**src/rtl/ifetch_unit.sv**
```systemverilog
// Instruction fetch stage: single-outstanding imem requests feeding a small
// {pc, instr, fault} FIFO towards decode, with redirect flush and drain.
module ifetch_unit #(
    parameter int          DEPTH     = 2,
    parameter logic [31:0] NOP_INSTR = 32'h0000_0013
) (
    input  logic        clk,
    input  logic        reset,
    input  logic [63:0] pc,
    input  logic        redirect,
    output logic        pc_advance,
    output logic        imem_req_valid,
    input  logic        imem_req_ready,
    output logic [63:0] imem_req_addr,
    input  logic        imem_resp_valid,
    input  logic [31:0] imem_resp_data,
    output logic        if_valid,
    input  logic        if_ready,
    output logic [63:0] if_pc,
    output logic [31:0] if_instr,
    output logic        if_fault
);

    localparam int AW = (DEPTH > 1) ? $clog2(DEPTH) : 1;
    localparam int CW = AW + 1;

    typedef enum logic [1:0] {
        IDLE,
        REQ,
        WAIT,
        DRAIN
    } state_t;

    state_t state_q;
    state_t state_d;

    logic [CW-1:0] count_q;
    logic [AW-1:0] wr_ptr_q;
    logic [AW-1:0] rd_ptr_q;
    logic          outstanding_q;
    logic [63:0]   tag_q;

    logic [63:0] pc_mem    [DEPTH];
    logic [31:0] instr_mem [DEPTH];
    logic        fault_mem [DEPTH];

    logic        aligned;
    logic        can_issue;
    logic        accepted;
    logic        flush;
    logic        push;
    logic        pop;
    logic [63:0] push_pc;
    logic [31:0] push_instr;
    logic        push_fault;

    assign aligned   = (pc[1:0] == 2'b00);
    assign can_issue = (int'(count_q) + int'(outstanding_q)) < DEPTH;
    assign if_valid  = (count_q != '0);
    assign pop       = if_valid && if_ready;
    assign if_pc     = pc_mem[rd_ptr_q];
    assign if_instr  = instr_mem[rd_ptr_q];
    assign if_fault  = fault_mem[rd_ptr_q];

    assign imem_req_addr = imem_req_valid ? {pc[63:2], 2'b00} : 64'd0;

    always_comb begin
        state_d        = state_q;
        imem_req_valid = 1'b0;
        pc_advance     = 1'b0;
        accepted       = 1'b0;
        flush          = 1'b0;
        push           = 1'b0;
        push_pc        = 64'd0;
        push_instr     = 32'd0;
        push_fault     = 1'b0;

        unique case (state_q)
            IDLE: begin
                state_d = REQ;
            end
            REQ: begin
                if (can_issue) begin
                    if (aligned) begin
                        imem_req_valid = 1'b1;
                        if (imem_req_ready) begin
                            accepted   = 1'b1;
                            pc_advance = 1'b1;
                            state_d    = WAIT;
                        end
                    end else begin
                        push       = 1'b1;
                        push_pc    = pc;
                        push_instr = NOP_INSTR;
                        push_fault = 1'b1;
                        pc_advance = 1'b1;
                    end
                end
            end
            WAIT: begin
                if (imem_resp_valid) begin
                    push       = 1'b1;
                    push_pc    = tag_q;
                    push_instr = imem_resp_data;
                    state_d    = REQ;
                end
            end
            DRAIN: begin
                if (imem_resp_valid) begin
                    state_d = REQ;
                end
            end
            default: begin
                state_d = IDLE;
            end
        endcase

        // A response landing in the redirect cycle settles the old request,
        // so only a still-unanswered request sends us to DRAIN.
        if (redirect && (state_q != IDLE)) begin
            flush      = 1'b1;
            push       = 1'b0;
            pc_advance = 1'b0;
            if (accepted
                || ((state_q == WAIT) && !imem_resp_valid)
                || ((state_q == DRAIN) && !imem_resp_valid)) begin
                state_d = DRAIN;
            end else begin
                state_d = REQ;
            end
        end

        if (reset) begin
            imem_req_valid = 1'b0;
            pc_advance     = 1'b0;
            accepted       = 1'b0;
            flush          = 1'b0;
            push           = 1'b0;
            state_d        = IDLE;
        end
    end

    always_ff @(posedge clk) begin
        if (reset) begin
            state_q       <= IDLE;
            outstanding_q <= 1'b0;
            tag_q         <= 64'd0;
        end else begin
            state_q       <= state_d;
            outstanding_q <= (state_d == WAIT) || (state_d == DRAIN);
            if (accepted) begin
                tag_q <= pc;
            end
        end
    end

    always_ff @(posedge clk) begin
        if (reset) begin
            count_q  <= '0;
            wr_ptr_q <= '0;
            rd_ptr_q <= '0;
            for (int i = 0; i < DEPTH; i++) begin
                pc_mem[i]    <= 64'd0;
                instr_mem[i] <= 32'd0;
                fault_mem[i] <= 1'b0;
            end
        end else if (flush) begin
            count_q  <= '0;
            wr_ptr_q <= '0;
            rd_ptr_q <= '0;
        end else begin
            if (push) begin
                pc_mem[wr_ptr_q]    <= push_pc;
                instr_mem[wr_ptr_q] <= push_instr;
                fault_mem[wr_ptr_q] <= push_fault;
                wr_ptr_q            <= wr_ptr_q + AW'(1);
            end
            if (pop) begin
                rd_ptr_q <= rd_ptr_q + AW'(1);
            end
            unique case ({push, pop})
                2'b10:   count_q <= count_q + CW'(1);
                2'b01:   count_q <= count_q - CW'(1);
                default: count_q <= count_q;
            endcase
        end
    end

endmodule

```
**config.mk**
```make
export PLATFORM = sky130hd
export DESIGN_NAME = ifetch_unit
export DESIGN_NICKNAME = d
export VERILOG_FILES = /design/src/rtl/ifetch_unit.sv
export SDC_FILE = /design/constraint.sdc
export NUM_CORES = 1
export LEC_CHECK = 0
export ABC_CLOCK_PERIOD_IN_PS = 8150
export CAP_MARGIN = 20
export CELL_PAD_IN_SITES_DETAIL_PLACEMENT = 0
export CELL_PAD_IN_SITES_GLOBAL_PLACEMENT = 1
export CORE_MARGIN = 2
export CORE_UTILIZATION = 44
export CTS_BUF_LIST = sky130_fd_sc_hd__clkbuf_8
export CTS_CLUSTER_DIAMETER = 150
export DETAILED_ROUTE_END_ITERATION = 8
export HOLD_SLACK_MARGIN = 0.15
export PLACE_DENSITY_LB_ADDON = 0.1
export SLEW_MARGIN = 20
export SYNTH_ARGS = -nofsm -noshare
export SYNTH_HDL_FRONTEND = slang
export SYNTH_SLANG_ARGS = --single-unit
export TNS_END_PERCENT = 10
```
**constraint.sdc**
```tcl
create_clock -name clk -period 8.15 [get_ports clk]
set_input_delay 0.815 -clock clk [delete_from_list [all_inputs] [get_ports clk]]
set_output_delay 0.815 -clock clk [all_outputs]
set_load 0.03 [all_outputs]
```
==> results of run 1 <==
[cell families after synthesis]
family,count (synthesis),share of synthesized area [%]
mux,97,9.39
fa+ha+maj,5,0.538
other cells,1,0.0322
simple gates,445,16.5
compound gates,142,7.77
xor+xnor,3,0.226
flops,266,62.5
buf+inv,83,3.04
[per-layer routing]
layer	global-route usage [%]	vias up	wire length, um
li1	-	4126	-
met1	27.1	4023	12400
met2	36.0	276	14100
met3	4.63	45	2020
met4	5.92	0	576
met5	0	-	0
[synthesized netlist by cell type, types with 2 or more instances]
| library cell | instances |
|---|---|
| inv_1 | 4 |
| a21oi_1 | 64 |
| nand2b_1 | 4 |
| dfxtp_1 | 72 |
| nor3_1 | 3 |
| a22oi_1 | 62 |
| nor2_1 | 199 |
| or3_1 | 2 |
| and2_1 | 64 |
| a211oi_1 | 2 |
| o21ai_0 | 6 |
| nor3b_1 | 2 |
| mux2_2 | 97 |
| buf_1 | 5 |
| nand2_1 | 157 |
| buf_4 | 4 |
| and3_1 | 4 |
| a32o_1 | 2 |
| xnor2_1 | 2 |
| edfxtp_1 | 194 |
| ha_1 | 5 |
| buf_2 | 22 |
| clkbuf_1 | 48 |
| nand3_1 | 2 |
| o211ai_2 | 2 |
[flip-flops by register name, summed over array words and instances (netlist names), named ones only]
register / flops
pc_mem: 128
count_q: 2
fault_mem: 2
outstanding_q: 1
rd_ptr_q: 1
instr_mem: 64
wr_ptr_q: 1
state_q: 2
tag_q: 64
[area by class of cell]
type / count / area share, %
sequential: 266 / 47.6
multi-input combinational: 694 / 26.5
timing repair buffer: 277 / 17.9
clock buffer: 48 / 4.32
tap: 335 / 2.74
clock inverter: 30 / 0.810
inverter: 4 / 0.0982
antenna: 1 / 0.0164
[power by group through the flow]
stage	sequential [mW]	combinational (mW)	clock (mW)
floorplan	1.54	0.194	0
global placement	1.54	0.357	0
detailed placement	1.54	0.357	0
CTS	1.52	0.359	1.08
global route	1.52	0.379	1.13
finish	1.52	0.354	1.04
[how the worst max path moves through the flow]
stage / startpoint / endpoint / cells after the start
2_1_floorplan: reset / fault_mem[0]$_SDFFCE_PN0P_ / 5
3_3_place_gp: imem_resp_valid / pc_mem[0][16]$_SDFFCE_PN0P_ / 6
3_5_place_dp: imem_resp_valid / instr_mem[1][7]$_SDFFCE_PN0P_ / 6
4_1_cts: count_q[0]$_SDFFE_PP0P_ / imem_req_addr[9] / 6
5_1_grt: state_q[0]$_SDFF_PP0_ / instr_mem[1][26]$_SDFFCE_PN0P_ / 7
6_report: pc[0] / imem_req_addr[9] / 5
[cell usage in the layout (no fill, tap or decap), types with 2 or more instances in the layout]
| cell | netlist | routed |
|---|---|---|
| and2_1 | 64 | 64 |
| a22oi_1 | 62 | 62 |
| nand3_1 | 2 | 2 |
| clkinv_2 | 0 | 3 |
| nand2b_4 | 0 | 2 |
| clkinvlp_4 | 0 | 2 |
| a32o_1 | 2 | 2 |
| clkdlybuf4s50_1 | 0 | 262 |
| inv_1 | 4 | 23 |
| and3_1 | 4 | 3 |
| conb_1 | 1 | 2 |
| nor3_1 | 3 | 3 |
| mux2_2 | 97 | 97 |
| o21ai_0 | 6 | 6 |
| nand2_1 | 157 | 157 |
| ha_1 | 5 | 5 |
| edfxtp_1 | 194 | 194 |
| a211oi_1 | 2 | 2 |
| nor3b_1 | 2 | 2 |
| xnor2_1 | 2 | 2 |
| nand2b_1 | 4 | 2 |
| clkbuf_8 | 0 | 48 |
| or3_1 | 2 | 2 |
| nor2_1 | 199 | 199 |
| a21oi_1 | 64 | 64 |
| dfxtp_1 | 72 | 71 |
| buf_4 | 4 | 13 |
| clkinv_1 | 0 | 6 |
| o211ai_4 | 0 | 2 |
[through the flow]
stage	power (mW)	setup slack (ns)	hold slack, ns	instance area [sq um]
2_1_floorplan	1.74	3.84	0.436	11600
3_3_place_gp	1.90	3.56	0.441	14500
3_5_place_dp	1.90	3.51	0.446	14500
4_1_cts	2.95	3.99	0.453	15300
5_1_grt	3.03	3.83	0.467	15300
6_report	2.91	4.09	0.451	15300
[critical path, stage by stage]
cell and delay [ns]:
clkdlybuf4s50_1 0.52, nor4_4 0.50, buf_4 0.47, and2_1 0.20, clkdlybuf4s50_1 0.67
==> impl_results.md, run 1 <==
- Max Cap Viol: 0
- RR Endpoint: instr_mem[1][28]$_SDFFCE_PN0P_
- Setup_tns: 0 ns
- Maximum vdd drop: 92.3 uV
- Switching pwr: 0.724 mW
- Hold Crit Class: flop to flop
- Sink Count: 266
- CP required: 7.34 ns
- CTS Root Cell: clkbuf_8
- Maximum buffer depth of the clock tree: 3
- Worst skew pair latency: 0.54 ns
- Startpoint Class: input pin
- Yosys top cell by area: edfxtp_1
- Leak: 5.17 nW
- Pin count of the biggest net entering global routing: 98
- Initial antenna violation count: 1
- Number of global-route vias before repair: 8645
- Pre-antenna DRT Iters: 5
- RePlAce Congestion: 0.730
- Gate Count Post-Synth: 1042
- Final HPWL DP: 17.1 mm
- Max-slew violations: 0
- Worst hold endpoint: tag_q[5]$_SDFFE_PP0P_
- Fin crit period: 4.06 ns
- Combinational Power Share: 12.2%
- Fraction of registers with async set/reset: 0%
- R2R Path Start: state_q[0]$_SDFF_PP0_
- Post-synthesis register bit count: 266
- IO buf count: 263
- Int Power: 2.19 mW
- Clock slew at reported path FFs: 0.05 ns
- Post-synth top area share: 50.1%
- Tcrit/Tclk final: 49.8%
- Run status: complete, no violations
- Flop pwr share: 52.0%
- Final-stage net count: 1394
- CTS resizes: 0
- RSZ-0062 raised after global routing: false
- Global-route wire length before repair: 46.5 mm
- Die area: 0.0278 sq mm
- Final setup violation count: 0
- Worst path arrival time: 3.25 ns
- Hold Fails Final Rpt: 0
- Setup Crit Path Kind: input pin to output port
- Maximum clock frequency: 246 MHz
- TritonCTS Buffers: 44
- Clock power share: 35.8%
- Syn Area/Cell: 11.2 sq um
- Primary FF master, synth: edfxtp_1
- Die H: 167 um
- Initial core utilization: 44.8%
- # rows: 59
- R2r worst-path depth: 7
- CP Max Fanout: 59
- Cell variety after synth: 39
- R2R setup slack: 4.10 ns
- Core Footprint: 0.0260 sq mm
- # Post-CTS Setup Buffers: 0
- Clock skew: 0.0162 ns
- Multi-input gate area: 0.00406 sq mm
- Post-route DRC: 0
- Synth top area cells: edfxtp_1 50%, dfxtp_1 12%, mux2_2 9.4%
- Fin cells: 1655
- Power per cell area: 191 mW/mm^2
- Layout cells sized above 1: 13.3%
- Sequential-to-total area share from yosys stat: 62.5%
- Hold Buf Count CTS: 0
- EDFF count, synth: 194
- Sw Share: 24.9%
- Final wirelength: 29.0 mm
- Die width: 167 um
- WHS Path Cells: 2
- Remaining Overflow, GRT: 0
- Max-slew headroom: 39.5%
- Vias per inst: 5.12
- Vias: 8470
- YS warnings: 0
- Min-delay src: tag_q[5]$_SDFFE_PP0P_
- Boundary pin count: 266
- ANT nets after route: 0
- Initial DRC Count: 641
- Placed Cells: 1576
- CTS tree: done
- CP Capture Type: output port
- Drt wl/cell: 17.5 um
- CTS H-tree lvls: 2
- GRT Util Overall: 21.1%
- Area grow syn2layout: 31.4%
- Least-Margin Pin Slew: 0.905 ns
- Post-Syn Area: 0.0116 sq mm
- Fillers: 2197
- FF+latch area: 0.00727 sq mm
- Layout Utilization: 58.8%
(Power assumes the default switching activity.)
==> run 2: changes to the inputs <==
Settings changed: ABC_CLOCK_PERIOD_IN_PS 8150 to 3300, CORE_UTILIZATION 44 to 37.
Clock period 8.15 ns to 3.3 ns, I/O delays scaled along.
==> run 2 against run 1 <==
Net effect: die area increased by 18%; sequential share of layout area decreased by 1.0 points; flip-flop and latch count did not move; via count up 1.6%; clock power rose to 2.7 times the previous value; highest routed layer unchanged.
==> impl_results.md, run 2 (synthesis gave the netlist of run 1 again) <==
- CP required: 2.97 ns (was 7.34 ns)
- Layout Utilization: 50.8% (was 58.8%)
- Area grow syn2layout: 34.3% (was 31.4%)
- RSZ-0062 raised after global routing: false (unchanged)
- Final wirelength: 31.4 mm (was 29.0 mm)
- Worst path cell trace: ha_2, nand2_1, nor4_4, buf_4, and2_1, clkdlybuf4s50_1 (was clkdlybuf4s50_1, nor4_4, buf_4, and2_1, clkdlybuf4s50_1)
- Min-delay src: pc[51] (was tag_q[5]$_SDFFE_PP0P_)
- RR Endpoint: instr_mem[1][18]$_SDFFCE_PN0P_ (was instr_mem[1][28]$_SDFFCE_PN0P_)
- Post-route DRC: 0 (unchanged)
- Die area: 0.0329 sq mm (was 0.0278 sq mm)
- Max-slew violations: 0 (unchanged)
- Fin cells: 1732 (was 1655)
- Slowest CP cell: clkdlybuf4s50_1 (unchanged)
- Maximum clock frequency: 323 MHz
- Number of global-route vias before repair: 8728 (was 8645)
- CTS H-tree lvls: 2 (unchanged)
- Max Cap Viol: 0 (unchanged)
- CP Capture Type: output port (unchanged)
- # rows: 64 (was 59)
- Maximum vdd drop: 243 uV (was 92.3 uV)
- Commonest non-fill, non-tap cells in the layout: 262 x clkdlybuf4s50_1, 199 x nor2_1, 194 x edfxtp_1 (unchanged)
- R2R setup slack: 0.73 ns (was 4.10 ns)
- Fin crit period: 3.10 ns
- Worst path arrival time: 2.77 ns (was 3.25 ns)
- Final HPWL DP: 18.5 mm (was 17.1 mm)
- Biggest register: pc_mem (unchanged)
- Vias: 8605 (was 8470)
- Worst hold endpoint: tag_q[51]$_SDFFE_PP0P_ (was tag_q[5]$_SDFFE_PP0P_)
- Drt wl/cell: 18.1 um (was 17.5 um)
- Sink Count: 266 (unchanged)
- Hold Fails Final Rpt: 0 (unchanged)
- Fillers: 2882 (was 2197)
- Pin count of the biggest net entering global routing: 99 (was 98)
- Least-Margin Pin Slew: 0.640 ns (was 0.905 ns)
- Power Total: 7.43 mW (was 2.91 mW)
- Top Registers: pc_mem (128), instr_mem (64), tag_q (64) (unchanged)
- GRT Util Overall: 19.1% (was 21.1%)
- Maximum buffer depth of the clock tree: 3 (unchanged)
- Max reg flops: 128 (unchanged)
- Layout cells sized above 1: 14.4% (was 13.3%)
- Tcrit/Tclk final: 93.8%
- Commonest non-fill, non-tap cell in the layout: clkdlybuf4s50_1 (unchanged)
- RePlAce Congestion: 0.714 (was 0.730)
- Setup Crit Path Kind: flop to output port (was input pin to output port)
- Initial antenna violation count: 0 (was 1)
- CP delay by family, top: buffers and inverters (unchanged)
- Leak: 5.30 nW (was 5.17 nW)
- Core Footprint: 0.0307 sq mm (was 0.0260 sq mm)
- Placed Cells: 1645 (was 1576)
- Final-stage net count: 1405 (was 1394)
- Initial DRC Count: 559 (was 641)
- Worst skew pair latency: 0.55 ns (was 0.54 ns)
- Final setup violation count: 0 (unchanged)
- Max-slew headroom: 57.4% (was 39.5%)
- Global-route wire length before repair: 49.1 mm (was 46.5 mm)
- Die H: 181 um (was 167 um)
- Run status: complete, no violations (unchanged)
- Boundary pin count: 266 (unchanged)
- WHS Path Cells: 3 (was 2)
- IO buf count: 263 (unchanged)
- TritonCTS Buffers: 46 (was 44)
- R2R Path Start: state_q[0]$_SDFF_PP0_ (unchanged)
- CP Max Fanout: 24 (was 59)
- Setup_tns: 0 ns (unchanged)
- CP bufs+invs: 2 (was 3)
- ANT nets after route: 0 (unchanged)
- Initial core utilization: 37.8% (was 44.8%)
- Startpoint Class: flop (was input pin)
- CTS tree: done (unchanged)
- Clock slew at reported path FFs: 0.06 ns (was 0.05 ns)
- # Post-CTS Setup Buffers: 0 (unchanged)
- Power per cell area: 475 mW/mm^2 (was 191 mW/mm^2)
- Pre-antenna DRT Iters: 5 (unchanged)
- Hold Crit Class: input pin to flop (was flop to flop)
- R2r worst-path depth: 6 (was 7)
- Remaining Overflow, GRT: 0 (unchanged)
- Die width: 181 um (was 167 um)
- Clock skew: 0.0113 ns (was 0.0162 ns)
- CTS Root Cell: clkbuf_8 (unchanged)
- Vias per inst: 4.97 (was 5.12)
- CP peak stage delay: 0.68 ns (was 0.67 ns)
-- run 2: worst reg2reg max path, cell delays in order, from the launching register on --
cell,delay [ns]
dfxtp_1,0.41
inv_1,0.09
ha_1,0.42
nor4b_4,0.46
o211ai_4,0.17
nand2b_4,0.36
buf_12,0.31
-- run 2: power by group --
group,switching [mW],total (mW),internal [mW]
Combinational,0.523,0.913,0.390
Sequential,0.0335,3.73,3.70
Clock,1.30,2.78,1.48
Total,1.85,7.43,5.57
-- run 2: final cells by class --
type	instances	area [sq um]	share of cell area, %
Multi-Input combinational cell	694	4060	26.0
Antenna cell	1	2.50	0.0160
Tap cell	396	495	3.17
Sequential cell	266	7270	46.5
Clock inverter	31	125	0.801
Inverter	4	15.0	0.0961
Timing Repair Buffer	286	2910	18.6
Clock buffer	54	743	4.76
-- run 2: how the worst max path moves through the flow --
stage	startpoint	end	slack (ns)	cells past startpoint
after CTS	count_q[0]$_SDFFE_PP0P_	imem_req_addr[26]	0.03	6
final	state_q[0]$_SDFF_PP0_	imem_req_addr[60]	0.20	6
after detailed placement	pc[1]	instr_mem[1][13]$_SDFFCE_PN0P_	0.55	6
after global routing	state_q[0]$_SDFF_PP0_	imem_req_addr[60]	0.0004	6
after global placement	pc[1]	instr_mem[1][13]$_SDFFCE_PN0P_	0.57	6
after floorplan	state_q[0]$_SDFF_PP0_	fault_mem[1]$_SDFFCE_PN0P_	-0.86	7
-- run 2: metrics by stage --
stage | hold slack, ns | instance area (sq um) | setup slack (ns)
CTS | 0.361 | 15600 | 0.0283
detailed placement | 0.446 | 14700 | 0.549
global route | 0.387 | 15600 | 0.000371
floorplan | 0.436 | 11600 | -0.861
finish | 0.397 | 15600 | 0.204
global placement | 0.441 | 14700 | 0.571
-- run 2: per-layer routing --
metal	track usage, %	routed length (um)
met1	24.6	13700
met2	32.5	15200
met3	4.13	1950
met4	5.33	475
met5	0	0
-- run 2: what timing repair did --
action,in CTS,in global routing
endpoints found under the setup margin,0,63
endpoints found under the hold margin,2,0
gates resized for setup,0,3
hold buffers,1,0
==> RTL edit: new RTL, flow settings as in run 2 <==
Register the output `if_fault`, cleared by the reset; this adds one clock of latency there. The other outputs are not delayed to match.
--- a/src/rtl/ifetch_unit.sv
+++ b/src/rtl/ifetch_unit.sv
@@ -60,7 +60,13 @@
     assign pop       = if_valid && if_ready;
     assign if_pc     = pc_mem[rd_ptr_q];
     assign if_instr  = instr_mem[rd_ptr_q];
-    assign if_fault  = fault_mem[rd_ptr_q];
+    always_ff @(posedge clk) begin
+        if (reset) begin
+            if_fault <= '0;
+        end else begin
+            if_fault <= fault_mem[rd_ptr_q];
+        end
+    end
 
     assign imem_req_addr = imem_req_valid ? {pc[63:2], 2'b00} : 64'd0;
 
Check against the original RTL: not equivalent (Yosys sat finds a counterexample within 4 cycles, from zero or initial values and one cycle with reset high).
==> RTL edit against run 2 <==
Synthesized cell count rose by 0.19%; synthesized area rose by 0.15%; wire length fell by 1.5%; sequential cell count rose by 1; setup slack improved by 0.021 ns; first-iteration DRC count fell by 18%; largest power group unchanged; design area barely moved; total power fell by 0.49%.
==> RTL edit: results (changes against run 2) <==
\begin{tabular}{lr}
\hline
Metric & Value \\
\hline
\multicolumn{2}{l}{\textbf{GRT}} \\
First-pass GRT wire length & 48700 µm (was 49100 µm) \\
GRT met1 Usage & 0.234 (was 0.246) \\
GR Util met2 & 0.330 (was 0.325) \\
Number of global-route vias before repair & 8641 (was 8728) \\
Global Route Usage Sum & 0.189 (was 0.191) \\
Antenna violations before repair & 2 (was 0) \\
\multicolumn{2}{l}{\textbf{Pwr}} \\
IR drop worst, VDD & 0.000241 V (was 0.000243 V) \\
Net switching power & 0.00183 W (was 0.00185 W) \\
Proportion of power drawn by flip-flops and latches & 0.508 (was 0.503) \\
\multicolumn{2}{l}{\textbf{Layout}} \\
Total Nets Final & 1406 (was 1405) \\
Final standard cell utilization of the core & 0.507 (was 0.508) \\
Share of final-layout standard cells stronger than drive strength 1 & 0.135 (was 0.144) \\
\multicolumn{2}{l}{\textbf{STA}} \\
Final Skew & 0.0153 ns (was 0.0113 ns) \\
Slew headroom & 0.410 (was 0.574) \\
\multicolumn{2}{l}{\textbf{Placed design}} \\
Cell area after placement & 14700 µm² (about the same) \\
Setup slack after placement & 0.440 ns (was 0.549 ns) \\
Placed Cells & 1646 (was 1645) \\
Final weighted congestion in routability-driven placement & 0.747 (was 0.714) \\
Placed wire-length estimate & 17800 µm (was 18500 µm) \\
\multicolumn{2}{l}{\textbf{Yosys}} \\
Top cells by count, synth & 201 x sky130\_fd\_sc\_hd\_\_nor2\_1, 194 x sky130\_fd\_sc\_hd\_\_edfxtp\_1, 157 x sky130\_fd\_sc\_hd\_\_nand2\_1 (was 199 x sky130\_fd\_sc\_hd\_\_nor2\_1, 194 x sky130\_fd\_sc\_hd\_\_edfxtp\_1, 157 x sky130\_fd\_sc\_hd\_\_nand2\_1) \\
Sequential-to-total area share from yosys stat & 0.625 (about the same) \\
Average instance area after synthesis & 11.2 µm² (about the same) \\
Ranking of synthesized cells by area & sky130\_fd\_sc\_hd\_\_edfxtp\_1 50\%, sky130\_fd\_sc\_hd\_\_dfxtp\_1 13\%, sky130\_fd\_sc\_hd\_\_mux2\_2 9.3\% (was sky130\_fd\_sc\_hd\_\_edfxtp\_1 50\%, sky130\_fd\_sc\_hd\_\_dfxtp\_1 12\%, sky130\_fd\_sc\_hd\_\_mux2\_2 9.4\%) \\
\multicolumn{2}{l}{\textbf{Route}} \\
Post-DR vias/cell & 4.97 (about the same) \\
Final wirelength & 30900 µm (was 31400 µm) \\
Initial drt markers & 458 (was 559) \\
\multicolumn{2}{l}{\textbf{Critical path}} \\
Data arrival at the endpoint of the critical path & 2.75 ns (was 2.77 ns) \\
Largest fanout on the critical path & 33 (was 24) \\
\multicolumn{2}{l}{\textbf{Run status}} \\
Run status & completed (unchanged) \\
\hline
\end{tabular}
-- RTL edit: cell count changes in the layout (fill, tap and decap cells not counted), moves of 2 or more --
cell	run 2	this run
sky130_fd_sc_hd__buf_4	13	11
sky130_fd_sc_hd__clkinv_1	6	11
sky130_fd_sc_hd__inv_1	24	28
sky130_fd_sc_hd__nor2_1	199	201
sky130_fd_sc_hd__clkinv_2	4	0
sky130_fd_sc_hd__clkbuf_8	54	50
-- RTL edit: area by class of cell --
class | instances | area share
Timing Repair Buffer | 285 | 0.186
Sequential cell | 267 | 0.467
Multi-Input combinational cell | 695 | 0.260
Tap cell | 396 | 0.0317
Clock inverter | 36 | 0.0103
Clock buffer | 50 | 0.0441
Antenna cell | 1 | 0.000160
Inverter | 4 | 0.000961
-- RTL edit: per-layer routing --
layer,up-vias,part of all wire
met5,-,0.00042
met4,2,0.014
met3,36,0.071
met2,278,0.49
met1,4154,0.43
li1,4155,-
-- RTL edit: final timing paths --
check | start | to | slack [ns] | cells past startpoint
max reg2reg | state_q[0] | pc_mem[1][36] | 0.58 | 6
min reg2reg | tag_q[50] | tag_q[50] | 0.45 | 2
min | pc[26] | tag_q[26] | 0.40 | 3
max | state_q[0] | imem_req_addr[3] | 0.22 | 6
-- RTL edit: kinds of logic after synthesis --
kind of cell | count (synthesis) | share of synthesized area
AO/OA/AOI/OAI | 142 | 0.0776
adder cells (fa/ha/maj) | 5 | 0.00537
other | 1 | 0.000322
buffers and inverters | 83 | 0.0302
XOR/XNOR | 3 | 0.00226
multiplexers | 97 | 0.0936
flip-flops | 267 | 0.625
AND/OR/NAND/NOR | 446 | 0.165
-- RTL edit: timing repair --
item                                    CTS  global route
buffers inserted                          0             0
hold endpoints to repair                  2             0
resized for setup                         0             4
hold buffers                              1             0
endpoints found under the setup margin    0            63
